## src/rtl/serializer_stream_if.sv

```systemverilog
// serializer_stream_if: word-in / bit-out bundle for serializer_stream
//   din, din_valid   : producer word and its valid flag
//   din_ready        : serializer can take din this cycle
//   dout, dout_valid : serial bit and its valid flag
//   sof, eof, busy   : first bit, last bit, serializer not idle
// modport master is the producer/observer side; modport slave is the serializer side.
interface serializer_stream_if #(
    parameter int DATA_W = 32
);
    logic [DATA_W-1:0] din;
    logic              din_valid;
    logic              din_ready;
    logic              dout;
    logic              dout_valid;
    logic              sof;
    logic              eof;
    logic              busy;
    modport master (output din, din_valid, input din_ready, dout, dout_valid, sof, eof, busy);
    modport slave  (input din, din_valid, output din_ready, dout, dout_valid, sof, eof, busy);
endinterface

```

## src/rtl/serializer_stream.sv

```systemverilog
// serializer_stream: DATA_W-bit valid/ready words in, one registered bit per clk out
//   clk, rst : clock, asynchronous active-high reset
//   bus      : serializer_stream_if.slave (din/din_valid/din_ready, dout/dout_valid/sof/eof/busy)
// Define SERIALIZER_STREAM_PARITY_EN to append an even-parity bit after each word.
module serializer_stream #(
    parameter int DATA_W    = 32,
    parameter bit MSB_FIRST = 1'b0,
    parameter int GAP_CYC   = 0,
    parameter bit IDLE_LVL  = 1'b0
) (
    input  logic               clk,
    input  logic               rst,
    serializer_stream_if.slave bus
);
    localparam int CW = $clog2(DATA_W + 1);
    localparam logic [CW-1:0] LAST = CW'(DATA_W - 1);
    localparam logic [7:0] GAP_END = 8'(GAP_CYC - 1);
`ifdef SERIALIZER_STREAM_PARITY_EN
    typedef enum logic [1:0] {IDLE, SHIFT, PAR, GAP} state_t;
    logic par;
`else
    localparam logic [CW-1:0] PRE = CW'(DATA_W - 2);
    typedef enum logic [1:0] {IDLE, SHIFT, GAP} state_t;
`endif
    state_t state;
    logic [DATA_W-1:0] sh;
    logic [CW-1:0] cnt;
    logic [7:0] gcnt;
    logic dout, dout_valid, sof, eof, ready, last, load;
    function automatic logic pick(input logic [DATA_W-1:0] w);
        return MSB_FIRST ? w[DATA_W-1] : w[0];
    endfunction
    function automatic logic [DATA_W-1:0] shift(input logic [DATA_W-1:0] w);
        return MSB_FIRST ? {w[DATA_W-2:0], 1'b0} : {1'b0, w[DATA_W-1:1]};
    endfunction
    // last: the cycle currently showing the final bit of the word
`ifdef SERIALIZER_STREAM_PARITY_EN
    assign last = state == PAR;
`else
    assign last = state == SHIFT && cnt == LAST;
`endif
    assign ready = !rst && (state == IDLE || (last && GAP_CYC == 0));
    assign load  = bus.din_valid && ready;
    assign bus.din_ready  = ready;
    assign bus.dout       = dout;
    assign bus.dout_valid = dout_valid;
    assign bus.sof        = sof;
    assign bus.eof        = eof;
    assign bus.busy       = state != IDLE;
    // dout holds the bit being shown; sh holds the bits still to come
    always_ff @(posedge clk or posedge rst) begin
        if (rst) begin
            state      <= IDLE;
            sh         <= '0;
            cnt        <= '0;
            gcnt       <= '0;
            dout       <= IDLE_LVL;
            dout_valid <= 1'b0;
            sof        <= 1'b0;
            eof        <= 1'b0;
`ifdef SERIALIZER_STREAM_PARITY_EN
            par        <= 1'b0;
`endif
        end else begin
            sof <= 1'b0;
            eof <= 1'b0;
            if (load) begin
                state      <= SHIFT;
                sh         <= shift(bus.din);
                cnt        <= '0;
                dout       <= pick(bus.din);
                dout_valid <= 1'b1;
                sof        <= 1'b1;
`ifdef SERIALIZER_STREAM_PARITY_EN
                par        <= ^bus.din;
`endif
            end else if (last) begin
                state      <= GAP_CYC > 0 ? GAP : IDLE;
                gcnt       <= '0;
                dout       <= IDLE_LVL;
                dout_valid <= 1'b0;
            end else if (state == SHIFT) begin
`ifdef SERIALIZER_STREAM_PARITY_EN
                if (cnt == LAST) begin
                    state <= PAR;
                    dout  <= par;
                    eof   <= 1'b1;
                end else
`endif
                begin
                    sh   <= shift(sh);
                    dout <= pick(sh);
                    cnt  <= cnt + CW'(1);
`ifndef SERIALIZER_STREAM_PARITY_EN
                    eof  <= cnt == PRE;
`endif
                end
            end else if (state == GAP) begin
                if (gcnt == GAP_END) state <= IDLE;
                else gcnt <= gcnt + 8'd1;
            end
        end
    end
endmodule

```

## src/flat_wrapper.sv

```systemverilog
// flat-port wrapper written by rule: the top's interface ports become plain ports
module serializer_stream_flat 
#(
    parameter int DATA_W    = 32,
    parameter bit MSB_FIRST = 1'b0,
    parameter int GAP_CYC   = 0,
    parameter bit IDLE_LVL  = 1'b0
)
  (clk, rst, bus_din, bus_din_valid, bus_din_ready, bus_dout, bus_dout_valid, bus_sof, bus_eof, bus_busy);
  serializer_stream_if #(.DATA_W(DATA_W)) bus_i ();
  input  logic clk;
  input  logic rst;
  input wire logic [$bits(bus_i.din)-1:0] bus_din;
  input wire logic [$bits(bus_i.din_valid)-1:0] bus_din_valid;
  output wire logic [$bits(bus_i.din_ready)-1:0] bus_din_ready;
  output wire logic [$bits(bus_i.dout)-1:0] bus_dout;
  output wire logic [$bits(bus_i.dout_valid)-1:0] bus_dout_valid;
  output wire logic [$bits(bus_i.sof)-1:0] bus_sof;
  output wire logic [$bits(bus_i.eof)-1:0] bus_eof;
  output wire logic [$bits(bus_i.busy)-1:0] bus_busy;
  assign bus_i.din = bus_din;
  assign bus_i.din_valid = bus_din_valid;
  assign bus_din_ready = bus_i.din_ready;
  assign bus_dout = bus_i.dout;
  assign bus_dout_valid = bus_i.dout_valid;
  assign bus_sof = bus_i.sof;
  assign bus_eof = bus_i.eof;
  assign bus_busy = bus_i.busy;
  serializer_stream #(.DATA_W(DATA_W), .MSB_FIRST(MSB_FIRST), .GAP_CYC(GAP_CYC), .IDLE_LVL(IDLE_LVL)) u_core (.clk(clk), .rst(rst), .bus(bus_i));
endmodule
```

## config.mk

```make
export PLATFORM = sky130hd
export DESIGN_NAME = serializer_stream_flat
export DESIGN_NICKNAME = d
export VERILOG_FILES = /design/src/rtl/serializer_stream_if.sv /design/src/rtl/serializer_stream.sv /design/src/flat_wrapper.sv
export SDC_FILE = /design/constraint.sdc
export NUM_CORES = 1
export LEC_CHECK = 0
export ABC_AREA = 1
export CAP_MARGIN = 20
export CORE_AREA = 2 2 48 94
export DETAILED_ROUTE_END_ITERATION = 12
export DIE_AREA = 0 0 50 96
export PLACE_DENSITY = 0.87
export RECOVER_POWER = 100
export SYNTH_ARGS = -nofsm -noshare
export SYNTH_HDL_FRONTEND = slang
export SYNTH_SLANG_ARGS = --single-unit
```

## constraint.sdc

```tcl
create_clock -name clk -period 4.8 [get_ports clk]
set_clock_uncertainty 0.05 [all_clocks]
set_input_delay 0.96 -clock clk [delete_from_list [all_inputs] [get_ports clk]]
set_output_delay 0.96 -clock clk [all_outputs]
set_load 0.005 [all_outputs]
```

==> impl_metrics.csv <==
group,metric,value,unit
timing,finalCriticalPeriod,3.66,ns
die,initial_core_util,53.7,%
setup_path,path_class,"in -> reg",
die,die_area,4800,um^2
clock_tree,htreeDepth,2,
die,die_w,50,um
power_and_ir_drop,ir_worst_vdd,373,uV
yosys,syn_avg_cell_area,8.84,um^2
route,postRouteAntennaNets,0,
route,vias_per_cell,5.84,
clock_tree,clock_latency,0.30,ns
clock_tree,cts-resized-gates,0,
setup_path,end_kind,"flop",
power_and_ir_drop,power.internal,774,uW
yosys,ys_warn_count,0,
timing,slew_violations,0,
route,drt-wirelength-per-cell,14.5,um
hold_path,hold_class,"reg -> reg",
place,pre_cts_ws,1.53,ns
timing,fin_tns_setup,0,ns
die,core,4090,um^2
route,vias,1920,
global_routing,grt_pass1_vias,1819,
layout,fill_cells,350,
setup_path,worst_path_max_delay_cell,"inv_1",
power_and_ir_drop,pwr-share-comb,38.0,%
setup_path,required,4.97,ns
setup_path,crit_path_cell_trace,"dlygate4sd3_1, buf_4, inv_1, clkbuf_1, nand4_1, nand3_1",
yosys,synthTopCellsByArea,"dfrtp_1 48%, o211ai_1 11%, nand4_1 9.1%",
timing,fmax,273,MHz
clock_tree,hold_buffers,0,
global_routing,grt_overflow,0,
outcome,status,"finished clean",
yosys,yosys.cell_types.count,22,
yosys,synth-seq-cells,42,
clock_tree,clockBufferDepth,2,
layout,n_antenna_cell,0,
setup_path,critPathLaunchType,"input pin",
power_and_ir_drop,p_clk_share,17.3,%
power_and_ir_drop,power_density,483,nW/um^2
setup_path,critPathArrivalTime,3.83,ns
setup_path,worst_path_largest_cell_delay,0.86,ns
layout,area_delta_synth_final,19.5,%
route,routed_wl,4.77,mm
power_and_ir_drop,p_sw,492,uW
die,die_h,96,um
timing,fin_ws,1.14,ns
layout,final_cell_mix,"45 x nand2_1, 42 x dfrtp_1, 37 x nand3_1, 32 x nand4_1, 32 x clkdlybuf4s50_1",
clock_tree,path_clk_slew,0.08,ns
yosys,syn_nets,285,
place,hpwl,3.20,mm
timing,tightest_slew,1.14,ns
power_and_ir_drop,cellLeakagePower,1.21,nW
yosys,syn_inst,248,
place,routabilityCongestion,0.779,
yosys,seq_area_frac_synth,47.9,%
timing,holdWs,0.440,ns
layout,multi_input_area,936,um^2
power_and_ir_drop,pwr-share-seq,44.7,%
timing,rsz0062_at_grt,"false",
die,io-pin-count,41,
global_routing,grt_max_degree,39,
power_and_ir_drop,netSwitchingFraction,38.9,%
clock_tree,clock_sinks,42,
layout,layout_commonest_cell,"nand2_1",
yosys,yosys.area.top_type,"dfrtp_1",
global_routing,grt_first_pass_wirelength,8.14,mm
layout,fin_nets,314,
route,drc_errors,0,
clock_tree,cts_tree,"done",
global_routing,grtUsageTotal,22.2,%
global_routing,antenna_found_initial,0,
clock_tree,numCtsBuffers,5,
layout,ff_latch_area,1050,um^2
yosys,netlist_area,2190,um^2
clock_tree,post_cts_buffers,0,
place,io_buffers,40,
clock_tree,cts_root_buf,"clkbuf_8",
timing,setup_viol,0,
timing,fin_crit_sh,76.2,%
run,timing.max_cap.violations,0,
setup_path,crit_path_max_fanout,34,
yosys,netlist.area_leader.share,47.9,%
layout,layout-drive-gt1-share,5.42,%
timing,hold_viol,0,
timing,relSlewSlack,24.1,%
route,drt_first_pass_iters,4,
route,drt-initial-drc-count,50,
die,num_rows,33,
[cells in the mapped netlist, drive strengths merged]
| library cell | number |
|---|---|
| o21ai | 4 |
| nor2 | 10 |
| buf | 18 |
| nor3 | 2 |
| inv | 13 |
| dfrtp | 42 |
| o211ai | 31 |
| ha | 2 |
| nand2 | 46 |
| clkinv | 1 |
| o22ai | 1 |
| nand4 | 32 |
| clkbuf | 6 |
| nand3 | 38 |
| o21bai | 2 |
[power groups by stage]
| stage | logic [mW] | registers [mW] | clock network (mW) |
|---|---|---|---|
| 2_1_floorplan | 0.401 | 0.551 | 0 |
| 5_1_grt | 0.549 | 0.580 | 0.234 |
| 4_1_cts | 0.495 | 0.564 | 0.223 |
| 3_3_place_gp | 0.473 | 0.564 | 0 |
| 6_report | 0.481 | 0.566 | 0.218 |
| 3_5_place_dp | 0.489 | 0.571 | 0 |
[final cells by class]
class	count	area share (%)
Clock buffer	5	2.63
Tap cell	52	2.48
Timing Repair Buffer	46	16.7
Multi-Input combinational cell	168	35.7
Sequential cell	42	40.1
Inverter	14	2.00
Clock inverter	2	0.382
[worst max-delay path: cells and delay by family]
family,cells,cell delay (ns)
AND/OR/NAND/NOR,2,0.37
buffers and inverters,4,2.47
[final timing paths]
kind,start,end,slack (ns),cells after the start
setup / recovery,rst,u_core.sh[29],1.14,6
hold / removal,u_core.sh[13],u_core.sh[12],0.44,2
hold reg to reg,u_core.sh[13],u_core.sh[12],0.44,2
min in group asynchronous,rst,u_core.cnt[0],1.64,3
setup reg to reg,u_core.cnt[1],u_core.sh[7],2.56,6
max in group asynchronous,rst,u_core.sh[14],1.55,4
[registers in the layout, summed over array words and instances (netlist names)]
signal	flops
u_core.bus.dout	1
u_core.bus.dout_valid	1
u_core.bus.eof	1
u_core.bus.sof	1
u_core.cnt	6
u_core.sh	31
u_core.state	1
[stage by stage]
step | std cells | utilization, % | power (mW) | instance area [um^2]
4_1_cts | 329 | 64.4 | 1.28 | 2630
3_5_place_dp | 322 | 62.5 | 1.06 | 2550
2_1_floorplan | 248 | - | 0.952 | 2190
3_3_place_gp | 322 | 62.5 | 1.04 | 2550
6_report | 329 | 64.1 | 1.27 | 2620
5_1_grt | 329 | 64.1 | 1.36 | 2620
[per-layer routing]
metal / vias to the layer above / track usage [%] / wire length, um
met4: 0 / 10.6 / 111
li1: 948 / - / -
met2: 37 / 40.4 / 2670
met1: 926 / 24.6 / 1870
met5: - / 0 / 0
met3: 9 / 3.42 / 119
[kinds of logic after synthesis]
kind of cell	Yosys count	share of synthesized area, %
flip-flops	42	47.9
AO/OA/AOI/OAI	38	12.7
buffers and inverters	38	9.53
AND/OR/NAND/NOR	128	28.8
adder cells (fa/ha/maj)	2	1.14
Note: power is estimated with default switching activity, not from simulation.
